## config.mk

```make
export PLATFORM = sky130hd
export DESIGN_NAME = instruction_fetch
export DESIGN_NICKNAME = d
export VERILOG_FILES = /design/src/rtl/instruction_fetch.sv
export SDC_FILE = /design/constraint.sdc
export NUM_CORES = 1
export LEC_CHECK = 0
export BUFFER_PORTS_ARGS = -buffer_cell sky130_fd_sc_hd__buf_2
export CORE_MARGIN = 4
export CORE_UTILIZATION = 50
export CTS_BUF_LIST = sky130_fd_sc_hd__clkbuf_8
export CTS_CLUSTER_DIAMETER = 150
export DETAILED_ROUTE_END_ITERATION = 8
export PLACE_DENSITY_LB_ADDON = 0.08
export SLEW_MARGIN = 40
export SYNTH_ARGS = -nofsm -noshare
export SYNTH_HDL_FRONTEND = slang
export SYNTH_SLANG_ARGS = --single-unit
```

## constraint.sdc

```tcl
create_clock -name clock -period 4.8 [get_ports clock]
set_clock_uncertainty 0.05 [all_clocks]
set_input_delay 0.48 -clock clock [delete_from_list [all_inputs] [get_ports clock]]
set_output_delay 0.48 -clock clock [all_outputs]
set_load 0.1 [all_outputs]
```

## src/rtl/instruction_fetch.sv

```systemverilog
// -----------------------------------------------------------------------------
// instruction_fetch
//   Fetch-stage initiator for instruction_memory. Owns the program counter and
//   drives it as the word address of the memory's combinational read port.
//   The returned word is captured into the IF/ID register one clock later.
//   Also handles:
//     - pipeline stall (PC and IF/ID hold),
//     - branch/jump redirect, with an optional MIPS delay slot,
//     - a redirect pending register for redirects that arrive during a stall,
//     - a sticky fault when the PC leaves the instruction window.
//
// Ports
//   clock             in   1   rising-edge clock
//   reset             in   1   asynchronous, active-high reset
//   imem_address      out  30  word address to instruction_memory (= pc)
//   imem_instruction  in   32  word returned combinationally for imem_address
//   stall             in   1   hold PC and IF/ID register this cycle
//   redirect_valid    in   1   branch/jump taken this cycle
//   redirect_target   in   30  word address of the redirect target
//   fetch_valid       out  1   IF/ID register holds a real instruction
//   fetch_instruction out  32  IF/ID instruction word
//   fetch_pc          out  30  word address of fetch_instruction
//   fetch_fault       out  1   sticky: PC left the instruction window
// -----------------------------------------------------------------------------
module instruction_fetch #(
  parameter logic [31:0] START_BYTE_ADDR = 32'h0000_3000,
  parameter int unsigned MEM_WORDS       = 1024,
  parameter bit          DELAY_SLOT      = 1'b1
) (
  input  logic        clock,
  input  logic        reset,
  output logic [29:0] imem_address,
  input  logic [31:0] imem_instruction,
  input  logic        stall,
  input  logic        redirect_valid,
  input  logic [29:0] redirect_target,
  output logic        fetch_valid,
  output logic [31:0] fetch_instruction,
  output logic [29:0] fetch_pc,
  output logic        fetch_fault
);

  localparam logic [29:0] START_WORD   = START_BYTE_ADDR[31:2];
  localparam logic [29:0] WINDOW_WORDS = 30'(MEM_WORDS);

  // Fetch runs until the PC leaves the window; the fault state is sticky.
  typedef enum logic [0:0] {
    ST_RUN   = 1'b0,
    ST_FAULT = 1'b1
  } state_t;

  state_t      state_q, state_d;
  logic [29:0] pc_q, pc_d;
  logic        fetch_valid_q, fetch_valid_d;
  logic [31:0] fetch_instruction_q, fetch_instruction_d;
  logic [29:0] fetch_pc_q, fetch_pc_d;
  logic        pending_valid_q, pending_valid_d;
  logic [29:0] pending_target_q, pending_target_d;

  logic [29:0] pc_offset_s;
  logic        in_range_s;
  logic        redirect_taken_s;
  logic [29:0] redirect_eff_s;
  logic [29:0] pc_inc_s;

  // Window test and redirect selection derived from current state and inputs.
  always_comb begin
    // Unsigned subtract: a PC below the window wraps to a huge offset.
    pc_offset_s      = pc_q - START_WORD;
    in_range_s       = (pc_offset_s < WINDOW_WORDS);
    // A fresh redirect overrides one parked during an earlier stall.
    redirect_taken_s = redirect_valid | pending_valid_q;
    if (redirect_valid) begin
      redirect_eff_s = redirect_target;
    end else begin
      redirect_eff_s = pending_target_q;
    end
    pc_inc_s = pc_q + 30'd1;
  end

  // Next-state logic: fault freeze, stall hold, or advance.
  always_comb begin
    state_d             = state_q;
    pc_d                = pc_q;
    fetch_valid_d       = fetch_valid_q;
    fetch_instruction_d = fetch_instruction_q;
    fetch_pc_d          = fetch_pc_q;
    pending_valid_d     = pending_valid_q;
    pending_target_d    = pending_target_q;

    case (state_q)
      ST_FAULT: begin
        // Frozen until reset; redirects are ignored.
        fetch_valid_d = 1'b0;
      end

      ST_RUN: begin
        if (stall) begin
          // PC and IF/ID hold; a redirect is parked for the next advance.
          if (redirect_valid) begin
            pending_valid_d  = 1'b1;
            pending_target_d = redirect_target;
          end else begin
            pending_valid_d  = pending_valid_q;
          end
        end else if (!in_range_s) begin
          state_d         = ST_FAULT;
          fetch_valid_d   = 1'b0;
          pending_valid_d = 1'b0;
        end else if (redirect_taken_s) begin
          pc_d            = redirect_eff_s;
          pending_valid_d = 1'b0;
          if (DELAY_SLOT) begin
            // The word fetched in the redirect cycle is the delay slot.
            fetch_valid_d       = 1'b1;
            fetch_instruction_d = imem_instruction;
            fetch_pc_d          = pc_q;
          end else begin
            // Squash it: bubble, IF/ID contents left as they were.
            fetch_valid_d = 1'b0;
          end
        end else begin
          fetch_valid_d       = 1'b1;
          fetch_instruction_d = imem_instruction;
          fetch_pc_d          = pc_q;
          pc_d                = pc_inc_s;
        end
      end

      default: begin
        // Unreachable encoding: fail safe into the frozen state.
        state_d         = ST_FAULT;
        fetch_valid_d   = 1'b0;
        pending_valid_d = 1'b0;
      end
    endcase
  end

  // State registers with asynchronous reset to the start of the window.
  always_ff @(posedge clock or posedge reset) begin
    if (reset) begin
      state_q             <= ST_RUN;
      pc_q                <= START_WORD;
      fetch_valid_q       <= 1'b0;
      fetch_instruction_q <= 32'h0000_0000;
      fetch_pc_q          <= START_WORD;
      pending_valid_q     <= 1'b0;
      pending_target_q    <= 30'd0;
    end else begin
      state_q             <= state_d;
      pc_q                <= pc_d;
      fetch_valid_q       <= fetch_valid_d;
      fetch_instruction_q <= fetch_instruction_d;
      fetch_pc_q          <= fetch_pc_d;
      pending_valid_q     <= pending_valid_d;
      pending_target_q    <= pending_target_d;
    end
  end

  assign imem_address      = pc_q;
  assign fetch_valid       = fetch_valid_q;
  assign fetch_instruction = fetch_instruction_q;
  assign fetch_pc          = fetch_pc_q;
  assign fetch_fault       = (state_q == ST_FAULT);

endmodule
```

==> impl_metrics.toml <==
[timing]
relSlewSlack_pct = 53.2
finalHoldViolations = 0
maxSlewViolCount = 0
holdWs_ps = 122
finalCritPeriodShare_pct = 50.0
setup_violations = 0
fmax_mhz = 417
rsz0062_at_grt = "no"
timing.final.ws_setup_ps = 2400
period_needed_ps = 2400
tightest_slew_ps = 702
fin_setup_tns_ps = 0

[grt]
grt_pass1_wl_um = 22300
grt.total_usage_pct = 22.3
grt_max_degree = 81
grt_pass1_vias = 4455
globalRouteOverflowTotal = 0
antenna_found_initial = 1

[layout]
fin_nets = 755
antennaDiodeCount = 0
synthToLayoutAreaGrowth_pct = 24.3
drive_above_1_share_pct = 34.5
utilization_pct = 63.8
instances_no_fill = 837
stdcell_area_mm2 = 0.00662

[logic_synthesis]
synth_edf_count = 0
synth.ff_latch_count = 125
synth-async-reset-ratio_pct = 100
yosysSeqAreaShare_pct = 58.8
netlist_top_cells_area = "dfrtp_1 57%, nand2_1 11%, mux2_2 6.3%"
synth_nets = 601
synth_cell_type_count = 43
yosysTopAreaCell = "dfrtp_1"
syn_inst = 534
synth_flop_cell = "dfrtp_1"
yosysTopAreaCellShare_pct = 56.9
syn-cell-area_mm2 = 0.00532
syn_avg_cell_area_um2 = 9.97
yosys_warnings = 0

[detailed_routing]
wl_per_cell_um = 15.9
first_pass_iters = 5
antenna_left = 0
drcViolationCount = 0
via_per_inst = 5.21
vias = 4363
totalWireLength_um = 13300
drt-initial-drc-count = 187

[power]
p_clk_share_pct = 40.9
combPwrFrac_pct = 8.7
pwr-share-seq_pct = 50.4
switchingPower_uw = 558
ir_worst_vdd_uv = 203
p_int_mw = 1.62
fin_total_pwr_mw = 2.18
switching_share_pct = 25.6
p_per_area_mw_per_mm2 = 329
power_leakage_nw = 3.68

[place]
gp_congestion = 0.815
dpl-instance-area_mm2 = 0.00623
port-buffer-count = 159
detailedPlacementHpwl_um = 9130
place_inst = 805
dpl_worst_slack_ps = 2380

[cts]
clock_path_buffers = 2
cts_setup_buffers = 0
clkLatencyLatePin_ps = 430
cts_tree = "yes"
cts_buffers = 17
holdBufCountCts = 0
root_buffer = "clkbuf_8"
cts.clk_slew.worst_paths_ps = 70
post_cts_resized = 0
htree_levels = 4
cts.sinks = 125

[worst_setup_path]
worstPathCellList = "nor4_1 -> nand4_1 -> nor4_4 -> buf_4 -> mux2i_1 -> nand3_1"
cp.arrival_ps = 2660
path_class = "reg2reg"
start_kind = "register"
cp_max_fo = 30
critPathMaxStageDelay_ps = 430
worst_setup_path_end_kind = "register"
worstPathRequired_ps = 5060
slowest_stage = "dfrtp_1"

[floorplan]
num_rows = 37
die_y_um = 111
initial_core_util_pct = 51.3
ios = 160
die-area_mm2 = 0.0124
core_mm2 = 0.0104
die_w_um = 111

[worst_hold_path]
hold_class = "in2async"

[outcome]
status = "finished clean"

[flow_run]
cap_violations = 0
cell usage in the layout, fill, tap and decap left out, types with 2 or more instances in the layout:
master / synthesis / routed
inv_1: 14 / 14
a21o_1: 7 / 7
o31ai_1: 4 / 4
clkinv_2: 0 / 4
dfstp_2: 4 / 4
clkinv_4: 0 / 4
a211oi_1: 2 / 2
mux2i_1: 5 / 5
bufinv_16: 0 / 2
or2_2: 4 / 4
nor2_1: 20 / 20
clkbuf_8: 0 / 18
o21ai_0: 23 / 23
dfrtp_1: 121 / 121
nor2b_1: 22 / 22
nand3_1: 9 / 9
buf_2: 4 / 159
buf_4: 0 / 7
inv_6: 0 / 3
nor3_1: 4 / 3
nand2b_1: 2 / 2
nand2_1: 149 / 149
mux2_2: 30 / 30
nand4_1: 6 / 6
nor4_1: 8 / 8
a21oi_1: 42 / 42
a221oi_1: 2 / 2
o21bai_1: 6 / 6
registers in the layout, summed over array words and instances (netlist names):
register,count
imem_address,30
fetch_valid,1
fetch_pc,30
fetch_fault,1
pending_valid_q,1
pending_target_q,30
fetch_instruction,32
cell usage after synthesis, drive strengths merged (4+ instances only):
| library cell | number |
|---|---|
| a21o | 7 |
| a21oi | 42 |
| buf | 11 |
| clkbuf | 20 |
| dfrtp | 121 |
| dfstp | 4 |
| inv | 14 |
| mux2 | 30 |
| mux2i | 5 |
| nand2 | 149 |
| nand3 | 9 |
| nand4 | 6 |
| nor2 | 20 |
| nor2b | 22 |
| nor3 | 4 |
| nor4 | 9 |
| o21ai | 23 |
| o21bai | 6 |
| o31ai | 5 |
| or2 | 5 |
power by group through the flow:
stage | Sequential, mW | Combinational [mW] | Clock, mW
2_1_floorplan | 1.15 | 0.0938 | 0
3_3_place_gp | 1.12 | 0.187 | 0
3_5_place_dp | 1.12 | 0.190 | 0
4_1_cts | 1.10 | 0.191 | 0.916
5_1_grt | 1.10 | 0.209 | 0.970
6_report | 1.10 | 0.189 | 0.892
metal layers:
metal / track usage (%) / wire, um
met1: 30.1 / 5990
met2: 34.1 / 6120
met3: 6.44 / 934
met4: 8.76 / 273
met5: 0 / 8
cell families (layout without fill, tap and decap cells):
family                     count (synthesis)  after routing  share of synthesized area (%)
DFF                                      125            125                           58.8
adders and majority gates                  1              1                          0.235
and+or+nand+nor                          234            234                           19.8
buffers and inverters                     45            212                           3.41
muxes                                     35             35                           7.29
AOI/OAI and AO/OA                         94             94                           10.4
area by class of cell:
cell class | count | area (um^2)
Tap cell | 136 | 170
Sequential cell | 125 | 3130
Clock inverter | 14 | 144
Fill cell | 887 | 3750
Timing Repair Buffer | 166 | 848
Multi-Input combinational cell | 364 | 2020
Clock buffer | 18 | 248
Inverter | 14 | 57.6
critical path: cells and delay by family, from the launching register on:
| kind | cells | cell delay, ps |
|---|---|---|
| DFF | 1 | 430 |
| buffers and inverters | 1 | 420 |
| muxes | 1 | 220 |
| and+or+nand+nor | 4 | 1150 |
path summary, 6_finish.rpt:
kind,end,startpoint,slack [ps],cells past startpoint
max,imem_address[0],imem_address[19],2400,6
min,fetch_instruction[7],reset,120,2
max reg2reg,imem_address[0],imem_address[19],2400,6
min reg2reg,fetch_instruction[18],fetch_instruction[18],410,2
max in group asynchronous,pending_target_q[10],reset,3510,3
min in group clock,fetch_instruction[18],imem_instruction[18],190,3
(Power assumes the default switching activity.)
